`config.mk`:
```
export PLATFORM = sky130hd
export DESIGN_NAME = snow3g_f8_xor_flat
export DESIGN_NICKNAME = d
export VERILOG_FILES = /design/src/rtl/snow3g_pkg.sv /design/src/rtl/snow3g_f8_xor_if.sv /design/src/rtl/snow3g_ks_fifo.sv /design/src/rtl/snow3g_f8_xor.sv /design/src/flat_wrapper.sv
export SDC_FILE = /design/constraint.sdc
export NUM_CORES = 1
export LEC_CHECK = 0
export CAP_MARGIN = 20
export CORE_MARGIN = 4
export CORE_UTILIZATION = 59
export CTS_CLUSTER_SIZE = 20
export DETAILED_ROUTE_END_ITERATION = 7
export PLACE_DENSITY = 0.85
export SLEW_MARGIN = 15
export SYNTH_ARGS = -nofsm -noshare
export SYNTH_HDL_FRONTEND = slang
export SYNTH_SLANG_ARGS = --single-unit
export TNS_END_PERCENT = 100
```
`constraint.sdc`:
```
create_clock -name clk -period 4.35 [get_ports clk]
set_input_delay 0.435 -clock clk [delete_from_list [all_inputs] [get_ports clk]]
set_output_delay 0.435 -clock clk [all_outputs]
set_load 0.01 [all_outputs]
```
`src/rtl/snow3g_pkg.sv`:
```
// Shared definitions for the SNOW 3G f8 keystream/data XOR block.
// Contents: the fixed word width, the control FSM state type and the
// helper that builds the keep-mask for a partial final word.
package snow3g_pkg;

    localparam int W = 32;

    typedef enum logic [1:0] {
        IDLE = 2'd0,
        RUN  = 2'd1,
        DONE = 2'd2
    } state_e;

    // Keep the top 'rem' bits of a word and clear the rest; rem == 0 means
    // the message ends on a word boundary, so the whole word is kept.
    function automatic logic [W-1:0] tail_mask(input logic [4:0] rem);
        logic [W-1:0] mask_v;
        if (rem == 5'd0) begin
            mask_v = {W{1'b1}};
        end else begin
            mask_v = ~({W{1'b1}} >> rem);
        end
        return mask_v;
    endfunction

endpackage

```
`src/rtl/snow3g_f8_xor_if.sv`:
```
// Bus bundle between a message source/sink and snow3g_f8_xor.
// Groups the message control (start, len_bits, busy, done), the keystream
// input channel (ks_*), the data input channel (din*) and the output
// channel (dout*).
//   master : the environment side (drives start, data, keystream, dout_ready)
//   slave  : the snow3g_f8_xor side
interface snow3g_f8_xor_if #(
    parameter int LEN_W = 16
) ();
    import snow3g_pkg::*;

    logic             start;
    logic [LEN_W-1:0] len_bits;
    logic             busy;
    logic             done;
    logic             ks_valid;
    logic [W-1:0]     ks_word;
    logic             ks_ready;
    logic             din_valid;
    logic [W-1:0]     din;
    logic             din_ready;
    logic             dout_valid;
    logic [W-1:0]     dout;
    logic             dout_last;
    logic             dout_ready;

    modport master (
        output start, len_bits, ks_valid, ks_word, din_valid, din, dout_ready,
        input  busy, done, ks_ready, din_ready, dout_valid, dout, dout_last
    );

    modport slave (
        input  start, len_bits, ks_valid, ks_word, din_valid, din, dout_ready,
        output busy, done, ks_ready, din_ready, dout_valid, dout, dout_last
    );

endinterface

```
`src/rtl/snow3g_ks_fifo.sv`:
```
// Small synchronous FIFO holding prefetched keystream words.
// Ports:
//   clk, rst      clock and synchronous active-low reset
//   push, wdata   write a word (ignored while full)
//   pop           drop the head word (ignored while empty)
//   rdata         head word, valid while !empty
//   full, empty   occupancy flags derived from the registered count
// A push and a pop in the same cycle are both honoured; a push into an
// empty FIFO becomes visible on rdata only from the next cycle.
module snow3g_ks_fifo #(
    parameter int DEPTH = 4,
    parameter int DW    = 32
) (
    input  logic          clk,
    input  logic          rst,
    input  logic          push,
    input  logic [DW-1:0] wdata,
    input  logic          pop,
    output logic [DW-1:0] rdata,
    output logic          full,
    output logic          empty
);
    localparam int AW = $clog2(DEPTH);
    localparam int CW = AW + 1;

    logic [DW-1:0] mem_r [DEPTH];
    logic [AW-1:0] wr_ptr_r;
    logic [AW-1:0] rd_ptr_r;
    logic [CW-1:0] count_r;
    logic          push_ok_s;
    logic          pop_ok_s;

    // Qualify requests against the registered occupancy
    always_comb begin
        push_ok_s = push && (count_r != CW'(DEPTH));
        pop_ok_s  = pop && (count_r != CW'(0));
    end

    // Storage array; contents are don't-care until written
    always_ff @(posedge clk) begin
        if (push_ok_s) begin
            mem_r[wr_ptr_r] <= wdata;
        end
    end

    // Pointers wrap naturally because DEPTH is a power of two
    always_ff @(posedge clk) begin
        if (!rst) begin
            wr_ptr_r <= AW'(0);
            rd_ptr_r <= AW'(0);
            count_r  <= CW'(0);
        end else begin
            if (push_ok_s) begin
                wr_ptr_r <= wr_ptr_r + AW'(1);
            end
            if (pop_ok_s) begin
                rd_ptr_r <= rd_ptr_r + AW'(1);
            end
            case ({push_ok_s, pop_ok_s})
                2'b10:   count_r <= count_r + CW'(1);
                2'b01:   count_r <= count_r - CW'(1);
                default: count_r <= count_r;
            endcase
        end
    end

    assign rdata = mem_r[rd_ptr_r];
    assign full  = (count_r == CW'(DEPTH));
    assign empty = (count_r == CW'(0));

endmodule

```
`src/rtl/snow3g_f8_xor.sv`:
```
// SNOW 3G f8 data path: XORs 32-bit keystream words onto a 32-bit data
// stream. The same block encrypts and decrypts. Keystream is prefetched
// into a small FIFO, never beyond the number of words in the message, and
// exactly ceil(len_bits/32) output words are produced.
// Ports:
//   clk, rst   clock and synchronous active-low reset
//   bus        snow3g_f8_xor_if.slave:
//                start/len_bits  begin a message (sampled only when idle)
//                busy/done       message in progress / one-cycle completion
//                ks_*            keystream input channel (valid/ready)
//                din*            data input channel (valid/ready)
//                dout*           registered output channel, dout_last marks
//                                the final word
// Build option: define SNOW3G_TAIL_MASK_EN to clear the unused low bits of
// a partial final word; without it the final word is XORed in full.
module snow3g_f8_xor
    import snow3g_pkg::*;
#(
    parameter int FIFO_DEPTH = 4,
    parameter int LEN_W      = 16
) (
    input  logic           clk,
    input  logic           rst,
    snow3g_f8_xor_if.slave bus
);
    // One extra bit so (len_bits + 31) cannot overflow
    localparam int CNT_W = LEN_W + 1;

    state_e           state_r;
    state_e           state_next_s;
    logic             busy_r;
    logic             done_r;
    logic [CNT_W-1:0] nwords_r;
    logic [CNT_W-1:0] ks_fetched_r;
    logic [CNT_W-1:0] words_out_r;
    logic [CNT_W-1:0] nwords_calc_s;
`ifdef SNOW3G_TAIL_MASK_EN
    logic [4:0]       rem_r;
`endif
    logic             start_accept_s;
    logic             ks_ready_s;
    logic             ks_push_s;
    logic             out_free_s;
    logic             din_ready_s;
    logic             fire_s;
    logic             last_word_s;
    logic             fifo_full_s;
    logic             fifo_empty_s;
    logic [W-1:0]     fifo_rdata_s;
    logic [W-1:0]     dout_next_s;
    logic [W-1:0]     dout_r;
    logic             dout_valid_r;
    logic             dout_last_r;

    snow3g_ks_fifo #(
        .DEPTH (FIFO_DEPTH),
        .DW    (W)
    ) u_ks_fifo (
        .clk   (clk),
        .rst   (rst),
        .push  (ks_push_s),
        .wdata (bus.ks_word),
        .pop   (fire_s),
        .rdata (fifo_rdata_s),
        .full  (fifo_full_s),
        .empty (fifo_empty_s)
    );

    // Handshake, join and output-word computation
    always_comb begin
        start_accept_s = (state_r == IDLE) && bus.start;
        nwords_calc_s  = ({1'b0, bus.len_bits} + CNT_W'(31)) >> 3'd5;
        // Fetch limit uses the registered fill level, so a slot freed by a
        // pop this cycle is only reused next cycle.
        ks_ready_s     = (state_r == RUN) && !fifo_full_s && (ks_fetched_r < nwords_r);
        ks_push_s      = ks_ready_s && bus.ks_valid;
        out_free_s     = !dout_valid_r || bus.dout_ready;
        din_ready_s    = (state_r == RUN) && !fifo_empty_s && out_free_s;
        fire_s         = din_ready_s && bus.din_valid;
        last_word_s    = (words_out_r == (nwords_r - CNT_W'(1)));
`ifdef SNOW3G_TAIL_MASK_EN
        dout_next_s    = (bus.din ^ fifo_rdata_s) &
                         (last_word_s ? tail_mask(rem_r) : {W{1'b1}});
`else
        dout_next_s    = bus.din ^ fifo_rdata_s;
`endif
    end

    // Next-state logic for the message FSM
    always_comb begin
        state_next_s = state_r;
        case (state_r)
            IDLE: begin
                if (bus.start) begin
                    if (bus.len_bits == {LEN_W{1'b0}}) begin
                        state_next_s = DONE;
                    end else begin
                        state_next_s = RUN;
                    end
                end else begin
                    state_next_s = IDLE;
                end
            end
            RUN: begin
                if (dout_valid_r && bus.dout_ready && dout_last_r) begin
                    state_next_s = DONE;
                end else begin
                    state_next_s = RUN;
                end
            end
            DONE:    state_next_s = IDLE;
            default: state_next_s = IDLE;
        endcase
    end

    // State register; busy/done are registered from the next state so they
    // line up exactly with the state they describe
    always_ff @(posedge clk) begin
        if (!rst) begin
            state_r <= IDLE;
            busy_r  <= 1'b0;
            done_r  <= 1'b0;
        end else begin
            state_r <= state_next_s;
            busy_r  <= (state_next_s != IDLE);
            done_r  <= (state_next_s == DONE);
        end
    end

    // Message length capture and fetch/output word counters
    always_ff @(posedge clk) begin
        if (!rst) begin
            nwords_r     <= CNT_W'(0);
            ks_fetched_r <= CNT_W'(0);
            words_out_r  <= CNT_W'(0);
`ifdef SNOW3G_TAIL_MASK_EN
            rem_r        <= 5'd0;
`endif
        end else if (start_accept_s) begin
            nwords_r     <= nwords_calc_s;
            ks_fetched_r <= CNT_W'(0);
            words_out_r  <= CNT_W'(0);
`ifdef SNOW3G_TAIL_MASK_EN
            rem_r        <= bus.len_bits[4:0];
`endif
        end else begin
            if (ks_push_s) begin
                ks_fetched_r <= ks_fetched_r + CNT_W'(1);
            end
            if (fire_s) begin
                words_out_r <= words_out_r + CNT_W'(1);
            end
        end
    end

    // Output register: loads on a join, holds while stalled downstream
    always_ff @(posedge clk) begin
        if (!rst) begin
            dout_r       <= {W{1'b0}};
            dout_valid_r <= 1'b0;
            dout_last_r  <= 1'b0;
        end else if (fire_s) begin
            dout_r       <= dout_next_s;
            dout_valid_r <= 1'b1;
            dout_last_r  <= last_word_s;
        end else if (bus.dout_ready) begin
            dout_valid_r <= 1'b0;
            dout_last_r  <= 1'b0;
        end
    end

    assign bus.busy       = busy_r;
    assign bus.done       = done_r;
    assign bus.ks_ready   = ks_ready_s;
    assign bus.din_ready  = din_ready_s;
    assign bus.dout_valid = dout_valid_r;
    assign bus.dout       = dout_r;
    assign bus.dout_last  = dout_last_r;

endmodule

```
`src/flat_wrapper.sv`:
```
// flat-port wrapper written by rule: the top's interface ports become plain ports
module snow3g_f8_xor_flat import snow3g_pkg::*;
#(
    parameter int FIFO_DEPTH = 4,
    parameter int LEN_W      = 16
)
  (clk, rst, bus_start, bus_len_bits, bus_ks_valid, bus_ks_word, bus_din_valid, bus_din, bus_dout_ready, bus_busy, bus_done, bus_ks_ready, bus_din_ready, bus_dout_valid, bus_dout, bus_dout_last);
  snow3g_f8_xor_if #(.LEN_W(LEN_W)) bus_i ();
  input  logic clk;
  input  logic rst;
  input wire logic [$bits(bus_i.start)-1:0] bus_start;
  input wire logic [$bits(bus_i.len_bits)-1:0] bus_len_bits;
  input wire logic [$bits(bus_i.ks_valid)-1:0] bus_ks_valid;
  input wire logic [$bits(bus_i.ks_word)-1:0] bus_ks_word;
  input wire logic [$bits(bus_i.din_valid)-1:0] bus_din_valid;
  input wire logic [$bits(bus_i.din)-1:0] bus_din;
  input wire logic [$bits(bus_i.dout_ready)-1:0] bus_dout_ready;
  output wire logic [$bits(bus_i.busy)-1:0] bus_busy;
  output wire logic [$bits(bus_i.done)-1:0] bus_done;
  output wire logic [$bits(bus_i.ks_ready)-1:0] bus_ks_ready;
  output wire logic [$bits(bus_i.din_ready)-1:0] bus_din_ready;
  output wire logic [$bits(bus_i.dout_valid)-1:0] bus_dout_valid;
  output wire logic [$bits(bus_i.dout)-1:0] bus_dout;
  output wire logic [$bits(bus_i.dout_last)-1:0] bus_dout_last;
  assign bus_i.start = bus_start;
  assign bus_i.len_bits = bus_len_bits;
  assign bus_i.ks_valid = bus_ks_valid;
  assign bus_i.ks_word = bus_ks_word;
  assign bus_i.din_valid = bus_din_valid;
  assign bus_i.din = bus_din;
  assign bus_i.dout_ready = bus_dout_ready;
  assign bus_busy = bus_i.busy;
  assign bus_done = bus_i.done;
  assign bus_ks_ready = bus_i.ks_ready;
  assign bus_din_ready = bus_i.din_ready;
  assign bus_dout_valid = bus_i.dout_valid;
  assign bus_dout = bus_i.dout;
  assign bus_dout_last = bus_i.dout_last;
  snow3g_f8_xor #(.FIFO_DEPTH(FIFO_DEPTH), .LEN_W(LEN_W)) u_core (.clk(clk), .rst(rst), .bus(bus_i));
endmodule
```
==> summary.txt, run 1 <==
Clocking
  – Post-cts resize count: 0
  – Clk root buf: clkbuf_16
  – Longest Clk Path Bufs: 3
  – H-tree Lvls: 1
  – Worst-skew pair later-pin latency: around 520 ps
  – Clock slew at reported path FFs: 60 ps
  – CTS buffer count: 23
  – CTS tree: done
  – Post-CTS setup buffer count: 0
  – Clock Sinks: roughly 220
  – Hold buffers post-CTS: 0

Routing
  – Drt wl/cell: slightly above 20 µm
  – # DRC: 0
  – Initial DRC count: approximately 590
  – ANT nets after route: 0
  – Total wire length: between 20 and 25 mm
  – Vias/cell: 5.93
  – Via count: 6356
  – Drt first pass iters: 5

STA
  – Final period util: 71.6%
  – Final setup TNS: 0 ps
  – Pins over their slew limit: 0
  – Max transition margin: 35.8%
  – Layout Skew: 20.1 ps
  – RSZ-0062 raised after global routing: false
  – Fmax achieved: roughly 320 MHz
  – Worst setup margin: 1240 ps
  – Least-Margin Pin Slew: between 900 and 1000 ps
  – Final hold violations: 0
  – Tmin final: between 3000 and 4000 ps
  – Setup-failing EPs final: 0

Worst hold path
  – Min-Delay Path Class: register to register

Synth
  – Synth unique cells: 67
  – EDFF count, synth: about 130
  – Commonest cells in the netlist: edfxtp_1, dfxtp_1, xnor2_1
  – Ys flop type: edfxtp_1
  – Largest area contributor in the netlist: edfxtp_1
  – Mapped Area: 9500 µm²
  – Yosys reg bits: 221
  – Ranking of synthesized cells by area: edfxtp_1, dfxtp_1, mux4_2, xnor2_1, o211a_1
  – Count leader, synth: edfxtp_1
  – Share of synthesized registers carrying an async set or reset: 0%
  – Yosys top cell area share: 40.4%
  – Post-Synthesis Cells: between 700 and 800
  – Synthesized area per cell: about 13 µm²
  – Yosys warns: 0
  – Sequential area share after synthesis: roughly 60%
  – Post-synth net total: around 800

Power
  – Switching share of power: between 20 and 25%
  – Seq pwr share: between 40% and 50%
  – Clock Power Share: 42.2%
  – Sw power: between 1 and 1.5 mW
  – Combinational share of power: roughly 8.4%
  – P_leak: between 4 and 5 nW
  – Int Power: ~3.6 mW
  – Power Density: about 390 nW/µm²
  – VDD IR max: between 300 and 400 µV

Worst setup path
  – Delay-heaviest family, CP: compound AO/OA/AOI/OAI gates
  – Max stage delay on crit path: around 550 ps
  – Startpoint types: register
  – Crit Path Class: register to output port
  – WP data required: around 3900 ps
  – Worst path buffer plus inverter count: 2
  – Crit-path max FO: 6
  – Critical Path AT: around 2700 ps
  – Crit-path slowest cell: clkdlybuf4s50_1
  – Worst Setup End Kind: output port
  – Crit-path cells: inv_1 > ha_1 > a211o_2 > a21oi_4 > o21a_1 > clkdlybuf4s50_1

Floorplanning
  – Die area: ~18000 µm²
  – Initial Util: around 60%
  – FP Rows: 46
  – Die Wd: 135 µm
  – I/O pin cnt: roughly 120
  – Core Area: between 15000 and 20000 µm²
  – Die H: between 100 and 150 µm

GRT
  – First-pass GRT wire length: 34.5 mm
  – Grt total ovfl: 0
  – Vias in the first global route: about 6700
  – Largest net degree at the start of global routing: 48
  – GRT Total Usage: a little under a quarter
  – Initial antenna violation count: 0

Outcome
  – Outcome: complete, no violations

Place
  – PortBufs: between 100 and 150
  – Routability cong.: 0.923
  – DP Worst Slack: 1270 ps
  – Post-DP HPWL: approximately 14 mm
  – Placed Cells: roughly 1000

Final layout
  – Final Core Density: 73.9%
  – Fillers: just over 900
  – Antenna cells: 0
  – Net count, final: between 900 and 1000
  – Cell Count, Final, Fillers Out: about 1100
  – Share of cells above drive strength 1: about 11%
  – Area growth syn-to-layout: 23.1%

Flow run
  – Max-cap check violation count: 0
[logic make-up (layout without fill, tap and decap cells)]
kind of cell | after synthesis | count (layout) | synth area share, %
xor+xnor | 78 | 78 | 7.19
flops | 221 | 221 | 60.0
compound gates | 115 | 115 | 9.36
fa+ha+maj | 20 | 20 | 2.71
simple gates | 188 | 188 | 10.7
buf+inv | 58 | 201 | 2.46
mux | 32 | 32 | 7.58
[power groups by stage]
| stage | logic, mW | clock network (mW) | registers, mW |
|---|---|---|---|
| finish | 0.388 | 1.95 | 2.28 |
| CTS | 0.388 | 1.97 | 2.28 |
| global route | 0.420 | 2.05 | 2.28 |
| global placement | 0.361 | 0 | 2.32 |
| detailed placement | 0.380 | 0 | 2.32 |
| floorplan | 0.212 | 0 | 2.32 |
[sequential cells by signal, indices dropped and copies added (netlist names), named ones only]
register and flops:
u_core.bus.dout_last 1, u_core.ks_fetched_r 17, u_core.u_ks_fifo.mem_r 128, u_core.bus.done 1, u_core.state_r 2, u_core.u_ks_fifo.count_r 3
u_core.nwords_r 12, u_core.u_ks_fifo.rd_ptr_r 2, u_core.words_out_r 17, u_core.bus.dout_valid 1, u_core.bus.dout 32, u_core.u_ks_fifo.wr_ptr_r 2
u_core.bus.busy 1
[worst paths after layout]
check	depth (start not counted)	to	startpoint	slack [ps]
setup reg to reg	12	u_core.u_ks_fifo.count_r[1]	u_core.nwords_r[4]	1260
setup / recovery	6	bus_ks_ready	u_core.nwords_r[4]	1240
hold / removal	1	u_core.ks_fetched_r[14]	u_core.ks_fetched_r[14]	490
hold reg to reg	1	u_core.ks_fetched_r[14]	u_core.ks_fetched_r[14]	490
[layout make-up]
cell class / instances / area (µm²) / area share (%)
sequential: 221 / 5710 / 48.8
clock buffer: 33 / 674 / 5.76
multi-input combinational: 433 / 3570 / 30.5
timing repair buffer: 132 / 1290 / 11.1
clock inverter: 9 / 86.3 / 0.738
tap: 216 / 270 / 2.31
inverter: 27 / 101 / 0.866
[worst register-to-register path: cells and delay by family, from the launching register on]
kind / cells / cell delay (ps)
AOI/OAI and AO/OA: 5 / 1180
adders and majority gates: 3 / 950
buffers and inverters: 3 / 270
DFF: 1 / 470
and+or+nand+nor: 1 / 170
[per-layer routing]
layer,wire length (µm),up-vias,GRT usage (%),share of wire (%)
met4,722,0,8.31,3.3
li1,-,2917,-,-
met3,1460,60,4.81,6.7
met2,11400,217,43.0,52
met5,0,-,0,0
met1,8210,3162,29.0,38
[stage by stage]
step / instance area, µm² / power (mW) / hold slack, ps
floorplan: 9500 / 2.53 / 451
global placement: 10900 / 2.68 / 463
detailed placement: 10900 / 2.70 / 474
CTS: 11700 / 4.64 / 492
global route: 11700 / 4.76 / 497
finish: 11700 / 4.62 / 487
[cells in the final DEF, fill, tap and decap left out, types with 19 or more instances in the layout]
master             n
edfxtp_1         128
clkdlybuf4s50_1  122
dfxtp_1           92
xnor2_1           58
nand2_1           53
mux4_2            32
o211a_1           32
inv_1             26
nor2_1            25
clkbuf_16         24
xor2_1            20
a21oi_1           19
ha_1              19
(Power assumes the default switching activity.)
==> inputs of run 2 (changes only) <==
- CORE_UTILIZATION: 59 -> 55
- PLACE_DENSITY: 0.85 -> 0.8
- clock period: 4.35 -> 3.07 ns (I/O delays scaled with it)
==> run 2 against run 1 <==
Utilization down 3.8 points. Highest routed layer unchanged. Non-clock buffer count grew 2. Cell area is 0.47% higher. Critical path type unchanged. Power is 39% higher. Clock skew fell by 4.8 ps.
==> summary.txt, run 2 (synthesized netlist as in run 1, its figures left out) <==
Worst setup path
  – Crit-path cells: inv_1 > ha_1 > a21oi_1 > o2111a_1 > a21boi_4 > o21a_1 > clkdlybuf4s50_1 (was inv_1 > ha_1 > a211o_2 > a21oi_4 > o21a_1 > clkdlybuf4s50_1)
  – Setup slack, reg-to-reg: 230 ps (was 1260 ps)
  – Crit-path max FO: 6 (unchanged)
  – Crit Path Class: register to output port (unchanged)
  – WP data required: 2760 ps (was 3910 ps)
  – Worst Setup End Kind: output port (unchanged)
  – Crit-path slowest cell: clkdlybuf4s50_1 (unchanged)
  – Reg2Reg Depth: 14 (was 12)
  – Max stage delay on crit path: 540 ps (was 550 ps)
  – Startpoint types: register (unchanged)
  – Origin of the critical flop-to-flop path: u_core.nwords_r[5] (was u_core.nwords_r[4])
  – Critical Path AT: 2630 ps (was 2680 ps)
  – Reg2reg end: u_core.u_ks_fifo.count_r[2] (was u_core.u_ks_fifo.count_r[1])

GRT
  – Vias in the first global route: 6395 (was 6664)
  – First-pass GRT wire length: 32.8 mm (was 34.5 mm)
  – GRT Total Usage: 20.8% (was 24.0%)
  – Largest net degree at the start of global routing: 56 (was 48)
  – Grt total ovfl: 0 (unchanged)
  – Initial antenna violation count: 0 (unchanged)

STA
  – Final hold violations: 0 (unchanged)
  – Final period util: a little over nine tenths
  – Pins over their slew limit: 0 (unchanged)
  – RSZ-0062 raised after global routing: false (unchanged)
  – Least-Margin Pin Slew: 851 ps (was 962 ps)
  – Layout Skew: 15.3 ps (was 20.1 ps)
  – Setup-failing EPs final: 0 (unchanged)
  – Fmax achieved: about 340 MHz
  – Tmin final: approximately 2900 ps
  – Final setup TNS: 0 ps (unchanged)
  – Max transition margin: 43.3% (was 35.8%)

Floorplanning
  – I/O pin cnt: 124 (unchanged)
  – Die Wd: 139 µm (was 135 µm)
  – Initial Util: 56.7% (was 60.0%)
  – Core Area: 16800 µm² (was 15800 µm²)
  – FP Rows: 47 (was 46)
  – Die area: 19400 µm² (was 18200 µm²)
  – Die H: 139 µm (was 135 µm)

Power
  – VDD IR max: 528 µV (was 376 µV)
  – P_leak: 4.28 nW (was 4.27 nW)
  – Power Density: 548 nW/µm² (was 395 nW/µm²)

Routing
  – Drt first pass iters: 4 (was 5)
  – Via count: 6267 (was 6356)
  – # DRC: 0 (unchanged)
  – Vias/cell: 5.82 (was 5.93)
  – ANT nets after route: 0 (unchanged)
  – Total wire length: 20.8 mm (was 21.8 mm)
  – Initial DRC count: 452 (was 594)
  – Drt wl/cell: 19.3 µm (was 20.4 µm)

Clocking
  – CTS buffer count: 23 (unchanged)
  – Worst-skew pair later-pin latency: 510 ps (was 520 ps)
  – H-tree Lvls: 1 (unchanged)
  – Clock Sinks: 221 (unchanged)
  – Hold buffers post-CTS: 0 (unchanged)
  – Clock slew at reported path FFs: 60 ps (about the same)
  – CTS tree: done (unchanged)
  – Clk root buf: clkbuf_16 (unchanged)
  – Longest Clk Path Bufs: 3 (unchanged)

Final layout
  – Antenna cells: 0 (unchanged)
  – Highest-count cells in the layout ignoring fill and taps: edfxtp_1, clkdlybuf4s50_1, dfxtp_1 (unchanged)
  – Sequential cell area: 5710 µm² (about the same)
  – Register bank with the most flops: u_core.u_ks_fifo.mem_r (unchanged)
  – Commonest non-fill, non-tap cell in the layout: edfxtp_1 (unchanged)
  – Net count, final: 946 (was 944)
  – Final Core Density: 70.1% (was 73.9%)
  – Cell Count, Final, Fillers Out: 1077 (was 1071)
  – Share of cells above drive strength 1: 12.1% (was 11.1%)
  – Area growth syn-to-layout: 23.7% (was 23.1%)
  – Final Cell Area: 11800 µm² (was 11700 µm²)
  – Max FFs per register: 128 (unchanged)
  – Fillers: 1125 (was 919)
  – Area of the multi-input gates: 3580 µm² (was 3570 µm²)

Worst hold path
  – Worst Hold Launch: rst (was u_core.ks_fetched_r[14])
  – Min-Delay Path Class: input pin to register (was register to register)
  – Worst Hold Endpoint: u_core.bus.dout[21] (was u_core.ks_fetched_r[14])
  – Hold-critical path depth: 2 (was 1)

Place
  – Post-DP HPWL: 14.1 mm (was 14.2 mm)
  – Placed cell areas: 11000 µm² (was 10900 µm²)
  – Placed Cells: 1034 (was 1029)
  – PortBufs: 123 (unchanged)
  – Routability cong.: 0.904 (was 0.923)

Outcome
  – Outcome: complete, no violations (unchanged)

Flow run
  – Max-cap check violation count: 0 (unchanged)
-- run 2: power breakdown --
group          internal (mW)  switching (mW)
logic                  0.289           0.266
registers               3.19          0.0384
clock network           1.54            1.12
-- run 2: layer usage --
metal / global-route usage (%) / wire [µm] / vias up
li1: - / - / 2923
met4: 5.77 / 578 / 0
met3: 5.11 / 1370 / 44
met1: 26.4 / 8450 / 3094
met2: 35.9 / 10400 / 206
met5: 0 / 0 / -
-- run 2: worst max-delay path by stage --
stage	start	end	slack, ps	depth (start not counted)
6_report	u_core.nwords_r[10]	bus_ks_ready	140	7
2_1_floorplan	u_core.nwords_r[4]	u_core.u_ks_fifo.mem_r[0][0]	220	7
5_1_grt	u_core.nwords_r[10]	bus_ks_ready	20	7
3_5_place_dp	u_core.nwords_r[4]	u_core.u_ks_fifo.count_r[2]	20	13
3_3_place_gp	u_core.nwords_r[4]	u_core.u_ks_fifo.count_r[2]	190	13
4_1_cts	u_core.nwords_r[4]	u_core.u_ks_fifo.count_r[2]	10	13
-- run 2: repair_timing --
item / in CTS / in global routing
gates resized for setup: 0 / 6
buffers inserted: 0 / 1
setup endpoints to repair: 0 / 9
-- run 2: per-stage QoR --
| stage | worst slack, ps | hold slack, ps | power [mW] |
|---|---|---|---|
| after floorplan | 222 | 406 | 3.59 |
| after global placement | 195 | 464 | 3.81 |
| after detailed placement | 16.9 | 469 | 3.84 |
| after CTS | 14.9 | 199 | 6.46 |
| after global routing | 16.9 | 205 | 6.66 |
| final | 138 | 210 | 6.44 |
-- run 2: worst max-delay path, delay by kind of cell, from the launching register on --
family                   cells  cell delay [ps]
AO/OA/AOI/OAI                4              770
adder cells (fa/ha/maj)      1              300
buffers and inverters        2              640
flip-flops                   1              410
-- run 2: layout make-up --
type                       count  area share (%)
sequential                   221            48.6
inverter                      27           0.862
tap                          220            2.34
timing repair buffer         134            11.7
clock buffer                  37            5.86
clock inverter                 5           0.245
multi-input combinational    433            30.4
==> inputs of run 3 (changes only) <==
- clock period: 3.07 -> 2.8 ns (I/O delays scaled with it)
==> run 3 against run 2 <==
Utilization is 0.46 points higher. Routed wire length is 2.8% higher. Register-to-register slack worse by 170 ps.
==> summary.txt, run 3 (synthesized netlist as in run 1, its figures left out) <==
STA
  – Layout Skew: 11.5 ps (was 15.3 ps)
  – RSZ-0062 raised after global routing: true (was false)
  – Final setup TNS: 0 ps (unchanged)
  – Setup-failing EPs final: 0 (unchanged)
  – Final period util: 97.8%
  – Tmin final: approximately 2700 ps
  – Least-Margin Pin Slew: 720 ps (was 851 ps)
  – Fmax achieved: roughly 370 MHz
  – Worst setup margin: 61.3 ps (was 138 ps)
  – Max transition margin: 51.8% (was 43.3%)
  – Final hold violations: 0 (unchanged)
  – Pins over their slew limit: 0 (unchanged)

Floorplanning
  – I/O pin cnt: 124 (unchanged)
  – Initial Util: 56.7% (unchanged)
  – Die H: 139 µm (unchanged)
  – Die area: 19400 µm² (unchanged)
  – FP Rows: 47 (unchanged)
  – Die Wd: 139 µm (unchanged)
  – Core Area: 16800 µm² (unchanged)

GRT
  – Initial antenna violation count: 0 (unchanged)
  – GRT Total Usage: 21.4% (was 20.8%)
  – Vias in the first global route: 6671 (was 6395)
  – First-pass GRT wire length: 34.0 mm (was 32.8 mm)
  – Grt total ovfl: 0 (unchanged)
  – Largest net degree at the start of global routing: 44 (was 56)

Worst hold path
  – Min-Delay Path Class: input pin to register (unchanged)
  – Worst Hold Endpoint: u_core.bus.dout[20] (was u_core.bus.dout[21])
  – Hold-critical path depth: 2 (unchanged)
  – Worst Hold Launch: rst (unchanged)

Final layout
  – Cell Count, Final, Fillers Out: 1085 (was 1077)
  – Highest-count cells in the layout ignoring fill and taps: edfxtp_1, clkdlybuf4s50_1, dfxtp_1 (unchanged)
  – Share of cells above drive strength 1: 12.9% (was 12.1%)
  – Area growth syn-to-layout: 24.5% (was 23.7%)
  – Commonest non-fill, non-tap cell in the layout: edfxtp_1 (unchanged)
  – Register bank with the most flops: u_core.u_ks_fifo.mem_r (unchanged)
  – Antenna cells: 0 (unchanged)
  – Final Cell Area: 11800 µm² (about the same)
  – Net count, final: 954 (was 946)
  – Max FFs per register: 128 (unchanged)

Routing
  – Drt wl/cell: 19.7 µm (was 19.3 µm)
  – Total wire length: 21.4 mm (was 20.8 mm)
  – Drt first pass iters: 5 (was 4)
  – ANT nets after route: 0 (unchanged)
  – Via count: 6323 (was 6267)
  – Vias/cell: 5.83 (was 5.82)
  – # DRC: 0 (unchanged)
  – Initial DRC count: 555 (was 452)

Clocking
  – H-tree Lvls: 1 (unchanged)
  – Longest Clk Path Bufs: 3 (unchanged)
  – CTS tree: done (unchanged)
  – Worst-skew pair later-pin latency: 500 ps (was 510 ps)
  – Clock slew at reported path FFs: 60 ps (about the same)
  – CTS buffer count: 23 (unchanged)
  – Clock Sinks: 221 (unchanged)
  – Clk root buf: clkbuf_16 (unchanged)

Worst setup path
  – Crit Path Class: register to register (was register to output port)
  – Setup slack, reg-to-reg: 60 ps (was 230 ps)
  – Reg2Reg Depth: 13 (was 14)
  – Worst Setup End Kind: register (was output port)
  – Crit-path slowest cell: fa_1 (was clkdlybuf4s50_1)
  – Max stage delay on crit path: 370 ps (was 540 ps)
  – WP data required: 3230 ps (was 2760 ps)
  – Origin of the critical flop-to-flop path: u_core.nwords_r[11] (was u_core.nwords_r[5])
  – Reg2reg end: u_core.u_ks_fifo.count_r[2] (unchanged)
  – Critical Path Most Common Cell: inv_1
  – Startpoint types: register (unchanged)
  – Critical Path AT: 3170 ps (was 2630 ps)
  – Crit-path max FO: 4 (was 6)
  – Crit-path cells: inv_1 > ha_1 > or2b_1 > o2111a_1 > o211ai_1 > a21oi_2 > inv_1 > ha_1 > inv_1 > fa_1 > xor2_1 > or3_1 > a21boi_1 (was inv_1 > ha_1 > a21oi_1 > o2111a_1 > a21boi_4 > o21a_1 > clkdlybuf4s50_1)

Place
  – PortBufs: 123 (unchanged)
  – Post-DP HPWL: 14.3 mm (was 14.1 mm)
  – Placed cell areas: 11100 µm² (was 11000 µm²)
  – DP Worst Slack: -18.9 ps (was 16.9 ps)
  – Placed Cells: 1042 (was 1034)
  – Routability cong.: 0.875 (was 0.904)

Flow run
  – Max-cap check violation count: 0 (unchanged)

Power
  – Power Density: 605 nW/µm² (was 548 nW/µm²)
  – VDD IR max: 491 µV (was 528 µV)
  – P_leak: 4.32 nW (was 4.28 nW)

Outcome
  – Outcome: complete, no violations (unchanged)
## run 3: changes by cell type in the layout (fill, tap and decap cells not counted), sizes merged
| cell | change |
|---|---|
| buf | +8 |
| clkdlybuf4s50 | -1 |
| clkinv | +6 |
| clkbuf | -9 |
| bufinv | +3 |
| dlygate4sd2 | +1 |
## run 3: metrics by stage
| step | hold WS, ps | total power, mW | utilization [%] |
|---|---|---|---|
| 6_report | 294 | 7.16 | 70.6 |
| 5_1_grt | 290 | 7.42 | 70.6 |
| 4_1_cts | 272 | 7.20 | 70.5 |
| 3_5_place_dp | 472 | 4.22 | 66.0 |
| 3_3_place_gp | 464 | 4.19 | 66.0 |
| 2_1_floorplan | 379 | 3.93 | - |
## run 3: final cells by class
class	count	area, µm²
tap	220	275
timing repair buffer	142	1420
multi-input combinational	433	3580
inverter	27	101
clock buffer	28	604
fill	1063	4930
sequential	221	5720
clock inverter	14	138
## run 3: how the worst max path moves through the flow
stage                        start                     endpoint  slack, ps  cells past startpoint
2_1_floorplan  u_core.nwords_r[11]  u_core.u_ks_fifo.count_r[2]        110                     14
3_3_place_gp   u_core.nwords_r[11]  u_core.u_ks_fifo.count_r[2]        130                     13
3_5_place_dp   u_core.nwords_r[11]  u_core.u_ks_fifo.count_r[2]        -20                     13
4_1_cts        u_core.nwords_r[11]  u_core.u_ks_fifo.count_r[2]         20                     13
5_1_grt        u_core.nwords_r[11]  u_core.u_ks_fifo.count_r[2]        -90                     14
6_report       u_core.nwords_r[11]  u_core.u_ks_fifo.count_r[2]         60                     13
## run 3: metal layers
layer,track usage (%),share of wire (%)
met5,0,0
met4,6.85,2.9
met3,4.80,6.6
met2,36.8,50
met1,27.2,41
## run 3: what timing repair did
item	CTS	global route
setup endpoints to repair	2	2
hold buffers	0	0
gates resized for setup	4	7
pin swaps	0	1
setup buffers	0	1
## run 3: critical path, delay by kind of cell, from the launching register on
kind / cells / cell delay (ps)
buffers and inverters: 3 / 180
AO/OA/AOI/OAI: 4 / 610
XOR/XNOR: 1 / 160
flip-flops: 1 / 350
AND/OR/NAND/NOR: 2 / 550
adder cells (fa/ha/maj): 3 / 800
## run 3: where the power goes
group | total (mW) | internal [mW] | switching (mW)
Combinational | 0.630 | 0.326 | 0.304
Sequential | 3.53 | 3.50 | 0.0359
Clock | 3.00 | 1.80 | 1.19
Total | 7.16 | 5.63 | 1.53
